## config.mk

```make
export PLATFORM = sky130hd
export DESIGN_NAME = pe_feeder
export DESIGN_NICKNAME = d
export VERILOG_FILES = /design/src/rtl/pe_pkg.sv /design/src/rtl/pe_feeder.sv
export SDC_FILE = /design/constraint.sdc
export NUM_CORES = 1
export LEC_CHECK = 0
export ABC_AREA = 1
export CAP_MARGIN = 20
export CORE_ASPECT_RATIO = 1.5
export CORE_MARGIN = 5
export CORE_UTILIZATION = 43
export CTS_CLUSTER_SIZE = 16
export DETAILED_ROUTE_END_ITERATION = 10
export GPL_TIMING_DRIVEN = 0
export PLACE_DENSITY_LB_ADDON = 0.08
export SYNTH_ARGS = -nofsm -noshare
export SYNTH_HDL_FRONTEND = slang
export SYNTH_SLANG_ARGS = --single-unit
```

## constraint.sdc

```tcl
create_clock -name clk -period 1.9 [get_ports clk]
set_clock_uncertainty 0.15 [all_clocks]
set_input_delay 0.57 -clock clk [delete_from_list [all_inputs] [get_ports clk]]
set_output_delay 0.57 -clock clk [all_outputs]
set_load 0.01 [all_outputs]
```

## src/rtl/pe_pkg.sv

```systemverilog
// Definitions shared between the PE datapath and its operand feeder.
package pe_pkg;

    localparam int DATA_W  = 16;
    localparam int NUM_ACC = 8;

    typedef enum logic [1:0] {
        IDLE  = 2'd0,
        RUN   = 2'd1,
        DRAIN = 2'd2,
        DONE  = 2'd3
    } feeder_state_t;

    // A job needs a non-empty reduction and a slot count the PE can hold.
    function automatic logic cfg_legal(input logic [7:0] k, input logic [3:0] slots,
                                       input logic [3:0] max_slots);
        return (k != 8'd0) && (slots != 4'd0) && (slots <= max_slots);
    endfunction

endpackage

```

## src/rtl/pe_feeder.sv

```systemverilog
// Operand sequencer for the PE: slot-interleaved beats in, rounder returns counted
// back to a job-done pulse.
module pe_feeder #(
    parameter int  para_int_bits  = 7,
    parameter int  para_frac_bits = 9,
    parameter int  NUM_ACC        = 8,
    localparam int DATA_W         = para_int_bits + para_frac_bits
) (
    input  logic              clk,
    input  logic              rst,
    input  logic              start,
    input  logic [7:0]        cfg_k,
    input  logic [3:0]        cfg_slots,
    input  logic              op_valid,
    input  logic [DATA_W-1:0] op_a,
    input  logic [DATA_W-1:0] op_b,
    output logic              op_ready,
    input  logic              pe_rounder_valid,
    output logic [DATA_W-1:0] data_in_1,
    output logic [DATA_W-1:0] data_in_2,
    output logic [3:0]        add_number,
    output logic              rounder_en,
    output logic              keep,
    output logic              busy,
    output logic              done,
    output logic              cfg_err
);
    import pe_pkg::*;

    feeder_state_t     state_q, state_d;
    logic [7:0]        cfg_k_q, cfg_k_d, k_cnt_q, k_cnt_d;
    logic [3:0]        cfg_slots_q, cfg_slots_d, slot_cnt_q, slot_cnt_d;
    logic [3:0]        res_cnt_q, res_cnt_d;
    logic [DATA_W-1:0] data1_q, data1_d, data2_q, data2_d;
    logic [3:0]        add_q, add_d;
    logic              ren_q, ren_d, keep_q, keep_d;
    logic              busy_q, busy_d, done_q, done_d, err_q, err_d;
    logic              accept_s, last_k_s, last_slot_s, start_ok_s;

    assign op_ready    = (state_q == RUN);
    assign accept_s    = op_valid & op_ready;
    assign last_k_s    = (k_cnt_q == (cfg_k_q - 8'd1));
    assign last_slot_s = (slot_cnt_q == (cfg_slots_q - 4'd1));
    assign start_ok_s  = cfg_legal(cfg_k, cfg_slots, 4'(NUM_ACC));

    // Next-state logic: FSM, beat counters and the registered PE port values.
    always_comb begin
        state_d     = state_q;
        cfg_k_d     = cfg_k_q;
        cfg_slots_d = cfg_slots_q;
        k_cnt_d     = k_cnt_q;
        slot_cnt_d  = slot_cnt_q;
        res_cnt_d   = res_cnt_q;
        data1_d     = data1_q;
        data2_d     = data2_q;
        add_d       = add_q;
        ren_d       = 1'b0;
        keep_d      = 1'b1;
        done_d      = 1'b0;
        err_d       = 1'b0;
        case (state_q)
            IDLE: begin
                if (start) begin
                    if (start_ok_s) begin
                        cfg_k_d     = cfg_k;
                        cfg_slots_d = cfg_slots;
                        k_cnt_d     = 8'd0;
                        slot_cnt_d  = 4'd0;
                        res_cnt_d   = 4'd0;
                        state_d     = RUN;
                    end else begin
                        err_d = 1'b1;
                    end
                end else begin
                    state_d = IDLE;
                end
            end
            RUN: begin
                // Early rounder returns can land before the last beat is taken.
                res_cnt_d = res_cnt_q + {3'b000, pe_rounder_valid};
                if (accept_s) begin
                    data1_d = op_a;
                    data2_d = op_b;
                    add_d   = slot_cnt_q;
                    keep_d  = 1'b0;
                    ren_d   = last_k_s;
                    if (last_slot_s) begin
                        slot_cnt_d = 4'd0;
                        k_cnt_d    = k_cnt_q + 8'd1;
                        if (last_k_s) begin
                            state_d = DRAIN;
                        end else begin
                            state_d = RUN;
                        end
                    end else begin
                        slot_cnt_d = slot_cnt_q + 4'd1;
                    end
                end else begin
                    state_d = RUN;
                end
            end
            DRAIN: begin
                res_cnt_d = res_cnt_q + {3'b000, pe_rounder_valid};
                if (res_cnt_d == cfg_slots_q) begin
                    state_d = DONE;
                    done_d  = 1'b1;
                end else begin
                    state_d = DRAIN;
                end
            end
            DONE: begin
                state_d = IDLE;
            end
            default: begin
                state_d = IDLE;
            end
        endcase
        busy_d = (state_d == RUN) || (state_d == DRAIN);
    end

    // State and output registers with synchronous reset.
    always_ff @(posedge clk) begin
        if (rst) begin
            state_q     <= IDLE;
            cfg_k_q     <= 8'd0;
            cfg_slots_q <= 4'd0;
            k_cnt_q     <= 8'd0;
            slot_cnt_q  <= 4'd0;
            res_cnt_q   <= 4'd0;
            data1_q     <= '0;
            data2_q     <= '0;
            add_q       <= 4'd0;
            ren_q       <= 1'b0;
            keep_q      <= 1'b1;
            busy_q      <= 1'b0;
            done_q      <= 1'b0;
            err_q       <= 1'b0;
        end else begin
            state_q     <= state_d;
            cfg_k_q     <= cfg_k_d;
            cfg_slots_q <= cfg_slots_d;
            k_cnt_q     <= k_cnt_d;
            slot_cnt_q  <= slot_cnt_d;
            res_cnt_q   <= res_cnt_d;
            data1_q     <= data1_d;
            data2_q     <= data2_d;
            add_q       <= add_d;
            ren_q       <= ren_d;
            keep_q      <= keep_d;
            busy_q      <= busy_d;
            done_q      <= done_d;
            err_q       <= err_d;
        end
    end

    assign data_in_1  = data1_q;
    assign data_in_2  = data2_q;
    assign add_number = add_q;
    assign rounder_en = ren_q;
    assign keep       = keep_q;
    assign busy       = busy_q;
    assign done       = done_q;
    assign cfg_err    = err_q;

endmodule

```

==> impl_metrics.csv, run 1 <==
group,metric,value,unit
logic_synthesis,post-synth-top-area-fraction,0.435,
die,fp.dieArea,9470,um2
sta,timing.max_slew.rel_slack,0.634,
detailed_routing,detail_route.drc_violations,0,
die,floorplan.die.width,81.1,um
finish,layout.nets,635,
clocking,h-tree-depth,3,
finish,drive_above_1_share,0.212,
finish,postLayoutCellArea,5040,um2
detailed_routing,dr.pass1.iters,4,
detailed_routing,met3WireLength,658,um
die,rows,39,
clocking,cts_clk_pin_slew_worst_paths,0.05,ns
worst_setup_path,crit_path_capture_type,"flip-flop",
sta,fin_crit_sh,1.08,
global_route,number_of_antenna_violations_at_the_first_check_in_global_routing,0,
logic_synthesis,synth_top_area_cell,"dfxtp_1",
flow_run,max-cap-violations,0,
die,dieHeight,117,um
sta,max_slew.worst_pin.slew,0.550,ns
detailed_routing,viasPerCell,4.83,
global_route,first_global_vias,3205,
logic_synthesis,synthesis.instances,449,
logic_synthesis,ys_ff_latch,71,
global_route,overflow,0,
sta,slew_violations,0,
hold_path,holdCritPathClass,"flip-flop to flip-flop",
die,initial_utilization,0.434,
placed_design,pre_cts_ws,-1.05,ns
logic_synthesis,synthesis.yosys.warnings,0,
finish,mostFrequentLayoutCells,"nor2_1, dfxtp_1, nand2_1, o21ai_0, dlygate4sd2_1",
logic_synthesis,synth_seq_area_share,0.435,
clocking,insertion_delay,0.33,ns
finish,mostFrequentLayoutCell,"nor2_1",
detailed_routing,totalWireLength,9070,um
finish,syn_to_final_growth,54.3,%
power_and_ir_drop,ir_worst_vdd,0.535,mV
placed_design,finalWeightedCongestion,0.854,
sta,hold_violations,0,
logic_synthesis,mappedNetlistNets,507,
clocking,cts_root_buffer,"clkbuf_16",
worst_setup_path,maximum_fanout_along_the_worst_path,3,
detailed_routing,dr_total_vias,3295,
sta,grt_setup_unrepaired,"true",
finish,antenna_cells_inserted,0,
power_and_ir_drop,power_density,758,nW/um2
detailed_routing,route.top_layer_used,"met4",
worst_setup_path,cp_data_required_time,2.01,ns
power_and_ir_drop,leakagePower,2.25,nW
detailed_routing,routedLengthMet1,3190,um
placed_design,placedInstanceArea,4390,um2
logic_synthesis,syn-cell-area,3260,um2
finish,fillCellCount,676,
logic_synthesis,post_synth_num_cell_types,32,
die,core_area,7510,um2
detailed_routing,met2_length,4980,um
clocking,clock_sink_count,71,
worst_setup_path,ff2ff_path_depth,18,
worst_setup_path,critical_path_arrival,2.17,ns
hold_path,hold-path-cell-count,2,
clocking,clock_path_buffers,2,
detailed_routing,antenna_violating_nets_post_route,0,
placed_design,numPortBuffers,90,
detailed_routing,wire_per_inst,13.3,um
die,ios,91,
worst_setup_path,worst_setup_path_start_kind,"flip-flop",
clocking,post_cts_hold_buffer_count,0,
detailed_routing,drt-initial-drc-count,139,
global_route,grt_pass1_wl,14600,um
worst_setup_path,critPathKind,"flip-flop to flip-flop",
sta,fin_ws,-0.161,ns
logic_synthesis,synthTopCellsByArea,"dfxtp_1, nor2_1, o21ai_0",
logic_synthesis,syn_area_per_cell,7.27,um2
sta,final.hold.worst_slack,0.322,ns
clocking,tritoncts_clock_tree,"yes",
run_status,failed_checks,"setup timing",
global_route,gr-usage-all-layers,0.200,
placed_design,dp.final_hpwl,6720,um
power_and_ir_drop,finalPower,3.82,mW
sta,finalCriticalPeriod,2.06,ns
sta,fmaxAchievable,485,MHz
run_status,status,"complete, but fails checks",
sta,final-setup-viol-count,6,
global_route,pin_count_of_the_biggest_net_entering_global_routing,11,
clocking,cts_inserted_buffers,9,
## power by group
| part | internal (mW) | total, mW | leakage (nW) | switching (mW) |
|---|---|---|---|---|
| clock network | 0.938 | 1.51 | 0.132 | 0.576 |
| registers | 1.56 | 1.61 | 0.581 | 0.0482 |
| logic | 0.339 | 0.700 | 1.54 | 0.361 |
| total | 2.83 | 3.82 | 2.25 | 0.986 |
## metrics by stage
step                instances  TNS [ns]  utilization
floorplan                 449    -0.263            -
global placement          641    -32.59        0.584
detailed placement        641    -33.56        0.584
CTS                       668    -0.473        0.641
global route              682     -2.23        0.670
finish                    682    -0.648        0.670
## path summary, 6_finish.rpt
kind                                   from  slack, ns                        end
setup / recovery    cfg_k_q[0]$_SDFFE_PP0P_      -0.16            busy$_SDFF_PP0_
hold / removal    data_in_1[1]$_SDFFE_PP0P_       0.32  data_in_1[1]$_SDFFE_PP0P_
setup reg to reg    cfg_k_q[0]$_SDFFE_PP0P_      -0.16            busy$_SDFF_PP0_
hold reg to reg   data_in_1[1]$_SDFFE_PP0P_       0.32  data_in_1[1]$_SDFFE_PP0P_
## critical path, stage by stage, from the launching register on
cell and delay (ns):
dfxtp_4 0.36, inv_4 0.04, ha_4 0.25, inv_2 0.03, nand2_1 0.05, nand2_1 0.04, nor2_1 0.10, nand2_1 0.06
nor2_1 0.08, nand2_1 0.05, nor2_1 0.10, nand2_2 0.09, nand2_2 0.08, nand2_1 0.05, nand2_1 0.08, nand2_2 0.06
a21boi_2 0.16, nor2_1 0.05, nor2_1 0.09
## what timing repair did
action / 4_1_cts / 5_1_grt
pin swaps: 21 / 21
gates cloned: 0 / 0
gates resized for setup: 108 / 55
setup endpoints to repair: 104 / 53
buffers inserted: 15 / 14
## cells in the mapped netlist, drive strengths merged
cell,instances
nor4,1
a21oi,30
nand2,74
buf,3
clkinv,3
inv,38
xnor2,6
xor2,8
a21boi,4
nor2,97
or2,2
dfxtp,71
nand4,5
o21a,2
nor3,5
ha,9
o21bai,1
nand3b,3
o21ai,56
nand3,16
a211oi,2
clkbuf,13
## cell type report
| class | count | area [um2] | share of cell area |
|---|---|---|---|
| Sequential cell | 71 | 1430 | 0.285 |
| Inverter | 41 | 188 | 0.0373 |
| Timing Repair Buffer | 117 | 1050 | 0.209 |
| Buffer | 16 | 78.8 | 0.0156 |
| Clock buffer | 13 | 260 | 0.0517 |
| Tap cell | 102 | 128 | 0.0253 |
| Clock inverter | 1 | 5.00 | 0.000994 |
| Multi-Input combinational cell | 321 | 1890 | 0.375 |
## state kept, by name, summed over array words and instances, names as in the netlist, 4 cells and up
name         flops
add_number       4
cfg_k_q          8
cfg_slots_q      4
data_in_1       16
data_in_2       16
k_cnt_q          8
res_cnt_q        4
slot_cnt_q       4
## cells by family (layout without fill, tap and decap cells)
kind of cell               count (synthesis)  count (layout)  synth area share
AOI/OAI and AO/OA                         95              95             0.157
DFF                                       71              71             0.435
xor gates and xnor gates                  14              14            0.0376
buffers and inverters                     57             188            0.0675
and+or+nand+nor                          203             203             0.268
adders and majority gates                  9               9            0.0345
## metal layers
layer,vias up,track usage
met2,84,0.376
li1,1704,-
met3,22,0.0525
met5,-,0
met4,0,0.106
met1,1485,0.196
Note: power is estimated with default switching activity, not from simulation.
==> run 2: changes to the inputs <==
--- a/config.mk
+++ b/config.mk
@@ -14,6 +14,7 @@
 export DETAILED_ROUTE_END_ITERATION = 10
 export GPL_TIMING_DRIVEN = 0
 export PLACE_DENSITY_LB_ADDON = 0.08
+export SETUP_SLACK_MARGIN = 0.1
 export SYNTH_ARGS = -nofsm -noshare
 export SYNTH_HDL_FRONTEND = slang
 export SYNTH_SLANG_ARGS = --single-unit
==> impl_metrics.csv, run 2 (same netlist as run 1, synthesis figures left out) <==
group,metric,value,unit
run_status,status,"complete, but fails checks",
run_status,failed_checks,"setup timing",
placed_design,finalWeightedCongestion,0.802,
placed_design,dp.final_hpwl,6770,um
sta,max_slew.worst_pin.slew,0.502,ns
die,rows,39,
clocking,clock_path_buffers,2,
clocking,cts_clk_pin_slew_worst_paths,0.06,ns
clocking,clock_sink_count,71,
detailed_routing,drt-initial-drc-count,147,
clocking,tritoncts_clock_tree,"yes",
sta,slew_violations,0,
sta,finalCriticalPeriod,2.14,ns
clocking,h-tree-depth,3,
flow_run,max-cap-violations,0,
power_and_ir_drop,power_share_of_the_sequential_group,0.376,
worst_setup_path,worstReg2RegStart,"cfg_k_q[0]$_SDFFE_PP0P_",
die,dieHeight,117,um
detailed_routing,totalWireLength,9690,um
finish,antenna_cells_inserted,0,
power_and_ir_drop,ir_worst_vdd,0.646,mV
die,floorplan.die.width,81.1,um
sta,fin_ws,-0.241,ns
placed_design,numPortBuffers,90,
global_route,overflow,0,
hold_path,worstHoldStart,"data_in_1[5]$_SDFFE_PP0P_",
global_route,first_global_vias,3272,
finish,layout.core_utilization,0.690,
detailed_routing,viasPerCell,4.91,
finish,syn_to_final_growth,58.9,%
worst_setup_path,crit_path_capture_type,"flip-flop",
die,ios,91,
power_and_ir_drop,clockPowerShare,0.450,
clocking,cts_inserted_buffers,9,
sta,fin_crit_sh,1.13,
worst_setup_path,cp_data_required_time,2.02,ns
global_route,grt_pass1_wl,14800,um
power_and_ir_drop,sw_share,0.245,
worst_setup_path,r2r_slack,-0.24,ns
die,initial_utilization,0.434,
global_route,pin_count_of_the_biggest_net_entering_global_routing,12,
power_and_ir_drop,power_density,823,nW/um2
sta,final.hold.worst_slack,0.322,ns
hold_path,holdCritPathClass,"flip-flop to flip-flop",
power_and_ir_drop,leakagePower,2.31,nW
sta,fmaxAchievable,467,MHz
finish,mostFrequentLayoutCell,"nor2_1",
finish,layout.nets,645,
global_route,number_of_antenna_violations_at_the_first_check_in_global_routing,0,
hold_path,hold-path-cell-count,2,
worst_setup_path,worst_setup_path_start_kind,"flip-flop",
detailed_routing,dr.pass1.iters,4,
detailed_routing,detail_route.drc_violations,0,
finish,drive_above_1_share,0.231,
global_route,gr-usage-all-layers,0.205,
hold_path,hold_path_end,"data_in_1[5]$_SDFFE_PP0P_",
worst_setup_path,critPathKind,"flip-flop to flip-flop",
sta,timing.max_slew.rel_slack,0.666,
sta,final-setup-viol-count,10,
placed_design,pre_cts_ws,-0.995,ns
worst_setup_path,maximum_fanout_along_the_worst_path,2,
power_and_ir_drop,total_switching_power,1.05,mW
worst_setup_path,critical_path_arrival,2.26,ns
worst_setup_path,rr_endpoint,"busy$_SDFF_PP0_",
sta,grt_setup_unrepaired,"true",
power_and_ir_drop,comb_power_share,0.174,
clocking,cts_root_buffer,"clkbuf_16",
finish,mostFrequentLayoutCells,"nor2_1, dfxtp_1, nand2_1, dlygate4sd2_1, o21ai_0",
detailed_routing,antenna_violating_nets_post_route,0,
detailed_routing,wire_per_inst,14.0,um
clocking,insertion_delay,0.33,ns
power_and_ir_drop,p_int,3.22,mW
die,core_area,7510,um2
sta,hold_violations,0,
worst_setup_path,ff2ff_path_depth,18,
detailed_routing,dr_total_vias,3407,
die,fp.dieArea,9470,um2
==> run 2: cell types whose count changed in the layout (fill, tap and decap cells not counted), moves of 3 or more <==
cell	before	now
dlygate4sd2_1	42	50
clkdlybuf4s15_1	6	0
o21ai_0	49	44
o21ai_1	3	8
buf_2	2	6
clkbuf_2	7	3
a21oi_4	3	0
buf_4	26	29
dlymetal6s2s_1	3	0
nor2_2	2	5
==> run 2: repair_timing <==
action                     CTS  global route
gates cloned                 0             2
hold buffers                 0             0
setup endpoints to repair  112            62
hold endpoints to repair     0             0
resized for setup          110            56
buffers inserted            17            19
pin swaps                   16            19
==> run 2: worst max-delay path, cell delays in order, from the launching register on <==
cell and delay, ns:
dfxtp_2 0.35, inv_4 0.04, ha_4 0.26, inv_2 0.03, nand2_1 0.06, nand2_1 0.05
nor2_1 0.12, nand2_1 0.06, nor2_1 0.08, nand2_1 0.06, nor2_1 0.11, nand2_2 0.10
nand2_2 0.08, nand2_1 0.05, nand2_1 0.11, nand2_2 0.08, a21boi_2 0.15, nor2_1 0.06
nor2_1 0.08
==> run 2: worst max-delay path by stage <==
stage                                  startpoint                       to  slack (ns)  cells after the start
after global routing      cfg_k_q[1]$_SDFFE_PP0P_          busy$_SDFF_PP0_       -0.43                     18
final                     cfg_k_q[0]$_SDFFE_PP0P_          busy$_SDFF_PP0_       -0.24                     18
after global placement               cfg_slots[1]  k_cnt_q[5]$_SDFFE_PP0P_       -0.97                      9
after CTS                 cfg_k_q[0]$_SDFFE_PP0P_          busy$_SDFF_PP0_       -0.21                     18
after floorplan                      cfg_slots[1]  k_cnt_q[4]$_SDFFE_PP0P_       -0.14                     14
after detailed placement             cfg_slots[1]  k_cnt_q[5]$_SDFFE_PP0P_       -0.99                      9
==> run 2: power groups by stage <==
stage,combinational (mW),sequential [mW],clock (mW)
global placement,0.600,1.64,0
CTS,0.641,1.61,1.93
floorplan,0.335,1.64,0
detailed placement,0.610,1.64,0
finish,0.744,1.61,1.92
global route,0.823,1.61,2.02
==> run 2: final cells by class <==
class / count / area (um2)
buffer: 16 / 105
multi-input combinational: 321 / 1860
clock buffer: 14 / 284
tap: 102 / 128
inverter: 41 / 188
fill: 676 / 2330
timing repair buffer: 127 / 1130
clock inverter: 2 / 60.1
sequential: 71 / 1440
==> run 2: per-stage QoR <==
step	setup TNS, ns	std cells	cell area [um2]	power [mW]
global route	-2.43	694	5190	4.46
detailed placement	-32.16	641	4390	2.25
floorplan	-0.263	449	3360	1.98
finish	-0.946	694	5190	4.27
CTS	-1.22	674	4890	4.18
global placement	-31.20	641	4390	2.24
==> run 2: per-layer routing <==
metal | vias up | global-route usage | wire length (um) | share of wire
met5 | - | 0 | 0 | 0
met4 | 0 | 0.101 | 369 | 0.038
met3 | 29 | 0.0610 | 565 | 0.058
met2 | 98 | 0.387 | 5380 | 0.56
met1 | 1556 | 0.198 | 3370 | 0.35
li1 | 1724 | - | - | -
==> run 3: changes to the inputs <==
--- a/config.mk
+++ b/config.mk
@@ -12,7 +12,6 @@
 export CORE_UTILIZATION = 43
 export CTS_CLUSTER_SIZE = 16
 export DETAILED_ROUTE_END_ITERATION = 10
-export GPL_TIMING_DRIVEN = 0
 export PLACE_DENSITY_LB_ADDON = 0.08
 export SETUP_SLACK_MARGIN = 0.1
 export SYNTH_ARGS = -nofsm -noshare
==> impl_metrics.csv, run 3 (same netlist as run 1, synthesis figures left out) <==
group,metric,value,unit
run_status,status,"complete, but fails checks",
run_status,failed_checks,"setup timing",
detailed_routing,totalWireLength,9410,um
placed_design,placedInstanceArea,4700,um2
hold_path,holdCritPathClass,"flip-flop to flip-flop",
sta,fin_ws,-0.0975,ns
clocking,clock_path_buffers,2,
worst_setup_path,critPathKind,"flip-flop to flip-flop",
worst_setup_path,critical_path_arrival,2.12,ns
global_route,grt_pass1_wl,15200,um
flow_run,max-cap-violations,0,
finish,mostFrequentLayoutCells,"nor2_1, dfxtp_1, nand2_1, o21ai_0, buf_4",
sta,slew_violations,0,
die,floorplan.die.width,81.1,um
power_and_ir_drop,p_int,2.94,mW
worst_setup_path,crit_path_max_incr_delay,0.33,ns
worst_setup_path,crit_path_capture_type,"flip-flop",
power_and_ir_drop,comb_power_share,0.187,
detailed_routing,detail_route.drc_violations,0,
finish,layout.core_utilization,0.694,
finish,mostFrequentLayoutCell,"nor2_1",
finish,postLayoutCellArea,5220,um2
detailed_routing,antenna_violating_nets_post_route,0,
clocking,cts_clk_pin_slew_worst_paths,0.06,ns
sta,final-setup-viol-count,4,
power_and_ir_drop,power_density,763,nW/um2
sta,fmaxAchievable,501,MHz
die,fp.dieArea,9470,um2
finish,final-instance-count-excl-fill,698,
sta,fin_crit_sh,1.05,
die,rows,39,
worst_setup_path,worst_setup_path_start_kind,"flip-flop",
clocking,tritoncts_clock_tree,"yes",
power_and_ir_drop,leakagePower,2.34,nW
clocking,cts_inserted_buffers,9,
die,initial_utilization,0.434,
detailed_routing,dr.pass1.iters,4,
power_and_ir_drop,power_share_of_the_sequential_group,0.403,
sta,setup_tns,-0.234,ns
hold_path,hold-path-cell-count,2,
die,core_area,7510,um2
power_and_ir_drop,ir_worst_vdd,0.580,mV
worst_setup_path,cp_data_required_time,2.02,ns
worst_setup_path,crit_path_cell_trace,"inv_2 -> ha_4 -> inv_2 -> nand2_1 -> nand2_1 -> nor2_1 -> nand2_1 -> nor2_1 -> nand2_1 -> nor2_1 -> nand2_1 -> nand2_1 -> nand2_1 -> nand2_1 -> nand2_2 -> a21boi_2 -> nor2_1 -> nor2_1",
sta,timing.max_slew.rel_slack,0.795,
finish,multi_input_area,1880,um2
sta,finalCriticalPeriod,2.00,ns
detailed_routing,drt-initial-drc-count,147,
global_route,number_of_antenna_violations_at_the_first_check_in_global_routing,0,
placed_design,dp.final_hpwl,6810,um
detailed_routing,wire_per_inst,13.5,um
finish,layout.nets,649,
clocking,h-tree-depth,3,
clocking,cts_root_buffer,"clkbuf_16",
finish,area.sequential,1430,um2
sta,max_slew.worst_pin.slew,0.307,ns
placed_design,numPortBuffers,90,
placed_design,placedCellCount,671,
finish,fillCellCount,670,
global_route,gr-usage-all-layers,0.208,
finish,drive_above_1_share,0.253,
detailed_routing,dr_total_vias,3385,
sta,grt_setup_unrepaired,"true",
worst_setup_path,maximum_fanout_along_the_worst_path,2,
power_and_ir_drop,total_switching_power,1.04,mW
finish,syn_to_final_growth,59.8,%
clocking,clock_sink_count,71,
power_and_ir_drop,clockPowerShare,0.410,
power_and_ir_drop,sw_share,0.260,
worst_setup_path,ff2ff_path_depth,18,
clocking,insertion_delay,0.33,ns
die,ios,91,
global_route,pin_count_of_the_biggest_net_entering_global_routing,36,
finish,antenna_cells_inserted,0,
placed_design,finalWeightedCongestion,0.838,
worst_setup_path,timing.critical_path.slowest_stage_cell,"dfxtp_2",
die,dieHeight,117,um
sta,hold_violations,0,
detailed_routing,viasPerCell,4.85,
global_route,overflow,0,
worst_setup_path,critPathMostFrequentCell,"nand2_1",
global_route,first_global_vias,3482,
run 3: cell types whose count changed in the layout (fill, tap and decap cells not counted), sizes merged:
| cell | delta |
|---|---|
| clkinv | +4 |
| clkdlybuf4s15 | +3 |
| clkbuf | -13 |
| inv | +1 |
| bufinv | -1 |
| buf | +18 |
| clkdlybuf4s50 | -1 |
| dlygate4sd2 | -7 |
run 3: cell type report:
type | count | area share
Multi-Input combinational cell | 321 | 0.360
Clock inverter | 6 | 0.0118
Clock buffer | 10 | 0.0439
Inverter | 41 | 0.0338
Sequential cell | 71 | 0.274
Tap cell | 102 | 0.0245
Timing Repair Buffer | 147 | 0.252
run 3: what timing repair did:
item                       in CTS  in global routing
buffers inserted               10                  3
hold buffers                    0                  0
resized for setup             114                 49
setup endpoints to repair     111                 48
pin swaps                      25                 24
gates cloned                    0                  1
run 3: final timing paths:
path	start	slack (ns)	end
worst min-delay path	data_in_1[7]$_SDFFE_PP0P_	0.33	data_in_1[7]$_SDFFE_PP0P_
worst min register to register	data_in_1[7]$_SDFFE_PP0P_	0.33	data_in_1[7]$_SDFFE_PP0P_
worst max register to register	cfg_k_q[1]$_SDFFE_PP0P_	-0.1	busy$_SDFF_PP0_
worst max-delay path	cfg_k_q[1]$_SDFFE_PP0P_	-0.1	busy$_SDFF_PP0_
run 3: power groups by stage:
stage	clock network [mW]	registers, mW	logic (mW)
2_1_floorplan	0	1.64	0.335
4_1_cts	1.67	1.60	0.707
5_1_grt	1.73	1.61	0.820
3_3_place_gp	0	1.63	0.682
3_5_place_dp	0	1.63	0.694
6_report	1.63	1.61	0.743
run 3: through the flow:
| step | power [mW] | hold slack, ns | setup WS (ns) |
|---|---|---|---|
| 2_1_floorplan | 1.98 | 0.298 | -0.141 |
| 3_3_place_gp | 2.31 | 0.312 | -0.685 |
| 3_5_place_dp | 2.33 | 0.320 | -0.732 |
| 4_1_cts | 3.98 | 0.329 | -0.105 |
| 5_1_grt | 4.16 | 0.353 | -0.348 |
| 6_report | 3.98 | 0.325 | -0.0975 |
run 3: worst max-delay path, delay by kind of cell (launching register included):
kind                     cells  cell delay, ns
AO/OA/AOI/OAI                1            0.13
adder cells (fa/ha/maj)      1            0.27
buffers and inverters        2            0.08
flip-flops                   1            0.33
AND/OR/NAND/NOR             14            0.98
run 3: metal layers:
metal  track usage  wire length [um]
met5             0                 0
met4         0.101               309
met3        0.0494               413
met2         0.402              5220
met1         0.200              3470
